==> src/rtl/obstaculos_scroll.sv <==
// Obstacle spawner/scroller for the three-digit seven-segment playfield.
// Shifts obstacles toward the hero digit on each tick and counts the ones that pass.
module obstaculos_scroll #(
    parameter logic [2:0]  OFF     = 3'd0,
    parameter logic [2:0]  WLCM    = 3'd1,
    parameter logic [2:0]  CH      = 3'd2,
    parameter logic [2:0]  GAME    = 3'd3,
    parameter logic [2:0]  WL      = 3'd4,
    parameter logic [2:0]  PA      = 3'd5,
    parameter logic [7:0]  SEED    = 8'hA5,
    parameter int unsigned MIN_GAP = 1
) (
    input  logic        clk,
    input  logic        rst,
    input  logic        tick,
    input  logic [2:0]  presente,
    output logic [20:0] display_obs,
    output logic [7:0]  score,
    output logic        spawned
);

    typedef enum logic [1:0] {
        M_CLEAR = 2'd0,
        M_RUN   = 2'd1,
        M_HOLD  = 2'd2
    } mode_e;

    localparam logic [2:0] GAP_LD = 3'(MIN_GAP);

    mode_e      mode;
    logic [6:0] d0_q, d0_d;
    logic [6:0] d1_q, d1_d;
    logic [6:0] d2_q, d2_d;
    logic [7:0] lfsr_q, lfsr_d;
    logic [2:0] gap_q, gap_d;
    logic [7:0] score_q, score_d;
    logic       spawned_q, spawned_d;

    function automatic logic [6:0] pat(input logic [1:0] sel);
        case (sel)
            2'b00:   pat = 7'b1000000;
            2'b01:   pat = 7'b0000001;
            2'b10:   pat = 7'b0001000;
            default: pat = 7'b1001000;
        endcase
    endfunction

    // Mode is decoded from the current state so a tick in the entry cycle counts.
    always_comb begin
        mode = M_CLEAR;
        if (presente == GAME) begin
            mode = M_RUN;
        end else if (presente == WL || presente == PA) begin
            mode = M_HOLD;
        end
    end

    always_comb begin
        d0_d      = d0_q;
        d1_d      = d1_q;
        d2_d      = d2_q;
        lfsr_d    = lfsr_q;
        gap_d     = gap_q;
        score_d   = score_q;
        spawned_d = 1'b0;
        case (mode)
            M_CLEAR: begin
                d0_d    = '0;
                d1_d    = '0;
                d2_d    = '0;
                lfsr_d  = SEED;
                gap_d   = '0;
                score_d = '0;
            end
            M_RUN: begin
                if (tick) begin
                    if (d0_q != '0 && score_q != 8'hFF) begin
                        score_d = score_q + 8'd1;
                    end
                    d0_d = d1_q;
                    d1_d = d2_q;
                    if (gap_q != '0) begin
                        d2_d  = '0;
                        gap_d = gap_q - 3'd1;
                    end else if (!lfsr_q[0]) begin
                        d2_d      = pat(lfsr_q[2:1]);
                        gap_d     = GAP_LD;
                        spawned_d = 1'b1;
                    end else begin
                        d2_d = '0;
                    end
                    lfsr_d = {lfsr_q[6:0],
                              lfsr_q[7] ^ lfsr_q[5] ^ lfsr_q[4] ^ lfsr_q[3]};
                end
            end
            default: ;
        endcase
    end

    always_ff @(posedge clk) begin
        if (rst) begin
            d0_q      <= '0;
            d1_q      <= '0;
            d2_q      <= '0;
            lfsr_q    <= SEED;
            gap_q     <= '0;
            score_q   <= '0;
            spawned_q <= 1'b0;
        end else begin
            d0_q      <= d0_d;
            d1_q      <= d1_d;
            d2_q      <= d2_d;
            lfsr_q    <= lfsr_d;
            gap_q     <= gap_d;
            score_q   <= score_d;
            spawned_q <= spawned_d;
        end
    end

    assign display_obs = {d2_q, d1_q, d0_q};
    assign score       = score_q;
    assign spawned     = spawned_q;

endmodule

==> config.mk <==
export PLATFORM = sky130hd
export DESIGN_NAME = obstaculos_scroll
export DESIGN_NICKNAME = d
export VERILOG_FILES = /design/src/rtl/obstaculos_scroll.sv
export SDC_FILE = /design/constraint.sdc
export NUM_CORES = 1
export LEC_CHECK = 0
export CAP_MARGIN = 15
export CELL_PAD_IN_SITES_DETAIL_PLACEMENT = 1
export CELL_PAD_IN_SITES_GLOBAL_PLACEMENT = 2
export CORE_MARGIN = 2
export CORE_UTILIZATION = 31
export CTS_CLUSTER_DIAMETER = 80
export DETAILED_ROUTE_END_ITERATION = 10
export GPL_TIMING_DRIVEN = 0
export HOLD_SLACK_MARGIN = 0.15
export PLACE_DENSITY_LB_ADDON = 0.1
export SLEW_MARGIN = 10
export SYNTH_ARGS = -nofsm -noshare
export SYNTH_HDL_FRONTEND = slang
export SYNTH_SLANG_ARGS = --single-unit
==> constraint.sdc <==
create_clock -name clk -period 3.1 [get_ports clk]
set_input_delay 0.775 -clock clk [delete_from_list [all_inputs] [get_ports clk]]
set_output_delay 0.775 -clock clk [all_outputs]
set_load 0.01 [all_outputs]
==> out/summary.txt, run 1 <==
WL final - 3.79 mm
port buffer count - 21
Die Footprint - 0.00519 mm2
VDD IR-drop max - 0.236 mV
setup ws final - 836 ps
final hold violation count - 0
area leader, netlist - dfxtp_1
critical path type - in -> reg
Post-synth EDFFs - 0
# rows - 24
worst-skew pair later-pin latency - 280 ps
ant diodes - 0
fmax - 0.442 GHz
CTS tree - yes
minimum clock period - 2260 ps
Initial Util - 0.325
slew margin rel. - 0.528
Max Transition Viols Final - 0
Vias - 1320
critical path cell sequence - clkdlybuf4s50_1 > nand3b_1 > a21oi_1 > o211ai_1 > o211ai_1
status - completed
Crit. End Element - flop
Setup violations, final - 0
worst slack at placement - 561 ps
r2r setup slk - 1280 ps
max incr delay on CP - 640 ps
CTS clk-pin slew, worst paths - 70 ps
DP Wirelength - 2.77 mm
post-CTS setup buffers - 0
Via density - 5.28
initial antenna violation count - 0
Primary FF master, synth - dfxtp_1
most frequent cells in the layout - dfxtp_1, clkdlybuf4s50_1, nor2_1
Synth area leaders - dfxtp_1, buf_4, o211ai_1, nand3_1, a22o_1
share of cells above drive strength 1 - 0.116
Synth top area share - 0.404
syn avg cell area - 9.03 um2
TritonRoute pass-1 iters - 4
htree depth - 2
average wire per standard cell - 15.2 um
yosys warns - 0
Critical-path top delay cell - a21oi_1
P_leak - 0.713 nW
RSZ-0062 raised after global routing - false
crit path max fanout - 8
Post-CTS Resized - 0
ANT nets after route - 0
Post-Route Setup TNS - 0 ps
Core Area - 0.00441 mm2
multi-input logic area - 757 um2
fraction of registers with async set/reset - 0
post-synthesis sequential area ratio - 0.404
Synth cell types - 42
CTS buffer count - 5
# fillers - 508
synthesized instance count - 159
GPL Wtd Cong - 0.718
CTS Sinks - 29
worst slew pin tran - 702 ps
power per cell area - 443 mW/mm2
Die Span Y - 72.1 um
critical path arrival - 2470 ps
largest net degree at the start of global routing - 11
final-stage net count - 208
io pins - 36
vias in the first global route - 1348
overall power - 0.823 mW
HP Class - reg -> reg
Layout Skew - 4.49 ps
chip width - 72.1 um
commonest non-fill, non-tap cell in the layout - dfxtp_1
#FFs+latches synth - 29
GRT overflow - 0
Residual DRC - 0
Final Cycle Share - 0.730
CTS root buffer - clkbuf_8
Worst Setup Start Kind - input pin
Post-CTS Hold Fix Bufs - 0
Register Area - 581 um2
Detailed Route Iter0 Violations - 29
Area Overhead vs Synth - 29.3%
first-pass GRT wire length - 6.38 mm
# Max-Cap Violations - 0
CTS max path bufs - 2
Worst EP required - 3300 ps
Netlist Area Pre-Place - 0.00144 mm2
Crit path top cell by count - o211ai_1
total global routing track utilization - 0.157
-- path summary, 6_finish.rpt --
check                    from   endpoint  cells after the start
hold / removal      lfsr_q[7]  lfsr_q[7]                      2
hold reg to reg     lfsr_q[7]  lfsr_q[7]                      2
setup reg to reg     score[0]   score[6]                      5
setup / recovery  presente[2]   score[6]                      5
-- worst max-delay path, delay by kind of cell --
family                 cells  cell delay, ps
buffers and inverters      1             460
AO/OA/AOI/OAI              3             940
AND/OR/NAND/NOR            1             290
-- metal layers --
| layer | up-vias | wire (um) | global-route usage | part of all wire |
|---|---|---|---|---|
| li1 | 647 | - | - | - |
| met1 | 644 | 1620 | 0.178 | 0.43 |
| met2 | 24 | 2010 | 0.288 | 0.53 |
| met3 | 5 | 115 | 0.0347 | 0.030 |
| met4 | 0 | 40 | 0.0503 | 0.011 |
| met5 | - | 0 | 0 | 0 |
-- state kept, by name, indices dropped and copies added (netlist names) --
register and cells:
d0_q 3, d1_q 3, d2_q 3, gap_q 3, lfsr_q 8, score 8, spawned 1
-- where the power goes --
part | switching [mW] | internal, mW
combinational | 0.0342 | 0.0254
sequential | 0.00334 | 0.376
clock | 0.151 | 0.233
total | 0.188 | 0.635
-- metrics by stage --
stage          cells  area (um2)  hold WS, ps   util
4_1_cts          250        1860          491  0.421
3_5_place_dp     243        1750          471  0.397
5_1_grt          250        1860          505  0.421
2_1_floorplan    170        1480          437      -
6_report         250        1860          485  0.421
3_3_place_gp     243        1750          457  0.397
-- cell type report --
| type | count | area share |
|---|---|---|
| tap | 52 | 0.0350 |
| sequential | 29 | 0.313 |
| buffer | 18 | 0.0654 |
| inverter | 5 | 0.0101 |
| clock inverter | 2 | 0.0189 |
| timing repair buffer | 21 | 0.113 |
| clock buffer | 5 | 0.0371 |
| multi-input combinational | 118 | 0.408 |
-- synthesized netlist by cell type, types with 2 or more instances --
cell      count
nand2_1       7
a21oi_1       4
clkbuf_1      4
nor3b_1       2
nand4b_1      2
dfxtp_1      29
nor2_1       15
a32oi_1       2
nand3_1      13
ha_1          4
nand2b_1      4
a22oi_1       4
o22ai_1       2
nand4_1       3
buf_4        12
o21a_1        2
xnor2_1       2
nor4_1        3
o211ai_1     10
inv_1         5
nor3_1        2
o21ai_0       2
a22o_1        7
-- logic make-up after synthesis --
| logic type | share of synthesized area |
|---|---|
| flops | 0.404 |
| compound gates | 0.235 |
| fa+ha+maj | 0.0348 |
| buf+inv | 0.0976 |
| simple gates | 0.207 |
| xor+xnor | 0.0183 |
| other cells | 0.00261 |
Power figures use the tool's default switching activity.
==> run 2, diff against run 1 <==
--- a/config.mk
+++ b/config.mk
@@ -9,7 +9,7 @@
 export CELL_PAD_IN_SITES_DETAIL_PLACEMENT = 1
 export CELL_PAD_IN_SITES_GLOBAL_PLACEMENT = 2
 export CORE_MARGIN = 2
-export CORE_UTILIZATION = 31
+export CORE_UTILIZATION = 26
 export CTS_CLUSTER_DIAMETER = 80
 export DETAILED_ROUTE_END_ITERATION = 10
 export GPL_TIMING_DRIVEN = 0
==> constraint.sdc (replaced) <==
create_clock -name clk -period 1.85 [get_ports clk]
set_input_delay 0.4625 -clock clk [delete_from_list [all_inputs] [get_ports clk]]
set_output_delay 0.4625 -clock clk [all_outputs]
set_load 0.01 [all_outputs]
==> out/summary.txt, run 2 (synthesis results as in run 1) <==
HP Class - reg -> reg
Crit path buffers/inverters - 1 (unchanged)
Critical-path top delay cell - clkdlybuf4s50_1
fmax - 0.564 GHz
GPL Wtd Cong - 0.755 (+5.2%)
critical path cell sequence - clkdlybuf4s50_1
ant diodes - 0 (unchanged)
# Max-Cap Violations - 0 (unchanged)
Worst path depth - 1 (-4)
max incr delay on CP - 590 ps (-50 ps)
power per cell area - 643 mW/mm2 (+45%)
Setup violations, final - 0 (unchanged)
final hold violation count - 0 (unchanged)
total global routing track utilization - 0.132 (-0.0242)
Vias - 1319 (-0.076%)
DP Wirelength - 2.81 mm (+1.6%)
CTS root buffer - clkbuf_8
Residual DRC - 0 (unchanged)
commonest non-fill, non-tap cell in the layout - dfxtp_1
Die Span Y - 78.3 um (+8.7%)
setup ws final - 78.5 ps (-757 ps)
ANT nets after route - 0 (unchanged)
most frequent cells in the layout - dfxtp_1, clkdlybuf4s50_1, buf_4
# fillers - 638 (+26%)
port buffer count - 21 (unchanged)
crit path max fanout - 4 (-4)
Worst EP required - 1390 ps (-1910 ps)
CTS tree - yes
multi-input logic area - 807 um2 (+6.6%)
WL final - 3.85 mm (+1.6%)
initial antenna violation count - 0 (unchanged)
Via density - 4.83 (-8.5%)
reg2reg path depth - 5 (unchanged)
Layout Skew - 1.59 ps (-2.90 ps)
Hold WS - 467 ps (-17.5 ps)
VDD IR-drop max - 0.397 mV (+68%)
Register Area - 584 um2 (+0.65%)
worst-skew pair later-pin latency - 280 ps (about the same)
worst slew pin tran - 802 ps (+99.8 ps)
Area Overhead vs Synth - 34.5%
Die Footprint - 0.00613 mm2 (+18%)
critical path type - reg -> out
Max Transition Viols Final - 0 (unchanged)
P_leak - 0.733 nW (+2.8%)
Crit. End Element - output pin
io pins - 36 (unchanged)
slew margin rel. - 0.461 (-0.0672)
status - completed
CTS clk-pin slew, worst paths - 60 ps (about the same)
Worst Setup Start Kind - flop
Initial Util - 0.266 (-0.0597)
worst slack at placement - -405 ps (-966 ps)
TritonRoute pass-1 iters - 4 (unchanged)
CTS buffer count - 5 (unchanged)
Core Area - 0.00541 mm2 (+22%)
CTS max path bufs - 2 (unchanged)
largest net degree at the start of global routing - 11 (unchanged)
htree depth - 2 (unchanged)
Top delay family on crit path - buffers and inverters
Detailed Route Iter0 Violations - 70 (+140%)
average wire per standard cell - 14.1 um (-7.0%)
RSZ-0062 raised after global routing - false
final-stage net count - 210 (+0.96%)
Final Cycle Share - 0.958
CTS Sinks - 29 (unchanged)
# rows - 27 (+13%)
GRT overflow - 0 (unchanged)
share of cells above drive strength 1 - 0.174 (+0.0580)
chip width - 78.3 um (+8.7%)
Hold Path Stages - 2 (unchanged)
minimum clock period - 1770 ps
vias in the first global route - 1301 (-3.5%)
first-pass GRT wire length - 6.42 mm (+0.64%)
critical path arrival - 1310 ps (-1160 ps)
-- run 2: cell types whose count changed in the layout (fill, tap and decap cells not counted), sizes merged --
cell / delta
clkdlybuf4s50: -1
dlymetal6s2s: +1
clkinv: +1
clkbuf: +1
bufinv: -1
buf: +2
-- run 2: report_power, final --
part | internal (mW) | switching (mW) | total [mW] | leakage [nW]
clock network | 0.260 | 0.237 | 0.496 | 0.0450
logic | 0.0465 | 0.0647 | 0.111 | 0.452
registers | 0.630 | 0.00505 | 0.635 | 0.236
-- run 2: final timing paths --
path	startpoint	endpoint	slack, ps
min reg2reg	lfsr_q[7]	lfsr_q[7]	470
min	lfsr_q[7]	lfsr_q[7]	470
max	d0_q[6]	display_obs[6]	80
max reg2reg	score[0]	score[3]	170
-- run 2: final cells by class --
class,instances,area share
inverters,5,0.00972
multi-input cells,118,0.418
repair buffers,23,0.118
well taps,72,0.0466
flip-flops and latches,29,0.302
plain buffers,18,0.0628
clock inverters,2,0.00518
clock buffers,6,0.0376
-- run 2: per-stage QoR --
stage	std cells	cell area, um2	TNS, ps	utilization	power (mW)
after floorplan	170	1480	0	-	0.722
after global placement	263	1780	-7410	0.329	0.747
after detailed placement	263	1780	-8340	0.329	0.749
after CTS	272	1870	-761	0.346	1.26
after global routing	273	1930	0	0.357	1.31
final	273	1930	0	0.357	1.24
-- run 2: what timing repair did --
item	4_1_cts	5_1_grt
hold buffers	0	0
buffers inserted	1	1
pin swaps	0	1
resized for setup	1	14
setup endpoints to repair	19	28
-- run 2: per-layer routing --
layer | vias up | part of all wire | global-route usage | routed length (um)
li1 | 650 | - | - | -
met1 | 646 | 0.44 | 0.165 | 1710
met2 | 18 | 0.51 | 0.222 | 1970
met3 | 5 | 0.031 | 0.0356 | 121
met4 | 0 | 0.014 | 0.0421 | 53
met5 | - | 0 | 0 | 0
==> run 3, diff against run 2 <==
--- a/config.mk
+++ b/config.mk
@@ -13,8 +13,8 @@
 export CTS_CLUSTER_DIAMETER = 80
 export DETAILED_ROUTE_END_ITERATION = 10
 export GPL_TIMING_DRIVEN = 0
-export HOLD_SLACK_MARGIN = 0.15
-export PLACE_DENSITY_LB_ADDON = 0.1
+export HOLD_SLACK_MARGIN = 0.03
+export PLACE_DENSITY = 0.81
 export SLEW_MARGIN = 10
 export SYNTH_ARGS = -nofsm -noshare
 export SYNTH_HDL_FRONTEND = slang
==> out/summary.txt, run 3 (synthesis results as in run 1) <==
status - completed
port buffer count - 21 (unchanged)
worst slew pin tran - 731 ps (-70.9 ps)
first-pass GRT wire length - 6.23 mm (-3.0%)
initial antenna violation count - 0 (unchanged)
Post-CTS Hold Fix Bufs - 0 (unchanged)
final hold violation count - 0 (unchanged)
Die Footprint - 0.00613 mm2 (unchanged)
critical path type - reg -> out
fin area - 0.00193 mm2 (-0.26%)
fmax - 0.562 GHz (-0.46%)
CTS tree - yes
largest net degree at the start of global routing - 11 (unchanged)
CTS Sinks - 29 (unchanged)
CTS max path bufs - 2 (unchanged)
Top delay family on crit path - buffers and inverters
Setup violations, final - 0 (unchanged)
# rows - 27 (unchanged)
most frequent cells in the layout - dfxtp_1, clkdlybuf4s50_1, nand3_1, buf_4
CTS clk-pin slew, worst paths - 70 ps (about the same)
power per cell area - 744 mW/mm2 (+16%)
slew margin rel. - 0.508 (+0.0477)
HP Class - reg -> reg
Area Overhead vs Synth - 34.1%
Die Span Y - 78.3 um (unchanged)
RSZ-0062 raised after global routing - true
Post-Route Setup TNS - 0 ps (unchanged)
DP Area - 0.00178 mm2 (unchanged)
vias in the first global route - 1339 (+2.9%)
GRT overflow - 0 (unchanged)
Crit. End Element - output pin
final-stage net count - 209 (-0.48%)
htree depth - 2 (unchanged)
ant diodes - 0 (unchanged)
CTS root buffer - clkbuf_8
GPL Wtd Cong - 0.741 (-1.8%)
# Max-Cap Violations - 0 (unchanged)
Layout Skew - 5.48 ps (+3.89 ps)
Critical-path top delay cell - clkdlybuf4s50_1
share of cells above drive strength 1 - 0.155 (-0.0191)
Crit path buffers/inverters - 1 (unchanged)
WL final - 3.64 mm (-5.3%)
total global routing track utilization - 0.130 (-0.00250)
minimum clock period - 1780 ps (+8.10 ps)
worst-skew pair later-pin latency - 280 ps (about the same)
VDD IR-drop max - 0.272 mV (-31%)
Via density - 4.78 (-1.1%)
P_leak - 0.723 nW (-1.4%)
commonest non-fill, non-tap cell in the layout - dfxtp_1
crit path max fanout - 4 (unchanged)
average wire per standard cell - 13.4 um (-5.0%)
Detailed Route Iter0 Violations - 28 (-60%)
Worst Setup Start Kind - flop
Final Cycle Share - 0.962 (+0.00438)
io pins - 36 (unchanged)
Core Area - 0.00541 mm2 (unchanged)
critical path cell sequence - clkdlybuf4s50_1
Worst EP required - 1390 ps (about the same)
Residual DRC - 0 (unchanged)
TritonRoute pass-1 iters - 4 (unchanged)
Vias - 1300 (-1.4%)
max incr delay on CP - 590 ps (about the same)
chip width - 78.3 um (unchanged)
Hold WS - 475 ps (+7.55 ps)
ANT nets after route - 0 (unchanged)
Max Transition Viols Final - 0 (unchanged)
DP Wirelength - 2.58 mm (-8.3%)
critical path arrival - 1320 ps (about the same)
CTS buffer count - 5 (unchanged)
Initial Util - 0.266 (unchanged)
==> run 3: worst paths after layout <==
kind,depth (start not counted),slack [ps],end,start
max,1,70,display_obs[6],d0_q[6]
min,2,470,lfsr_q[7],lfsr_q[7]
max reg2reg,5,190,score[3],score[0]
min reg2reg,2,470,lfsr_q[7],lfsr_q[7]
==> run 3: power by group <==
part	internal (mW)	switching [mW]	total, mW
Clock	0.438	0.259	0.697
Combinational	0.0438	0.0594	0.103
Sequential	0.629	0.00502	0.634
Total	1.11	0.323	1.43
==> run 3: final cells by class <==
cell class	count	area [um2]
tap	72	90.1
inverter	5	18.8
timing repair buffer	22	218
buffer	18	121
fill	653	3480
sequential	29	582
clock inverter	2	37.5
multi-input combinational	118	777
clock buffer	6	82.6
==> run 3: timing repair <==
item	4_1_cts	5_1_grt
gates resized for setup	4	3
setup buffers	1	0
hold endpoints to repair	0	0
endpoints found under the setup margin	17	18
==> run 3: layer usage <==
layer,track usage,share of wire,wire (um)
met3,0.0310,0.039,141
met5,0,0,0
met4,0.0526,0.012,44
met1,0.156,0.46,1670
met2,0.222,0.49,1790
==> run 3: stage by stage <==
step	std cells	setup WS [ps]	power, mW	util
finish	272	70.4	1.43	0.356
floorplan	170	284	0.722	-
detailed placement	263	-378	0.747	0.329
global route	272	-3.86	1.50	0.356
global placement	263	-319	0.747	0.329
CTS	272	21.5	1.45	0.355
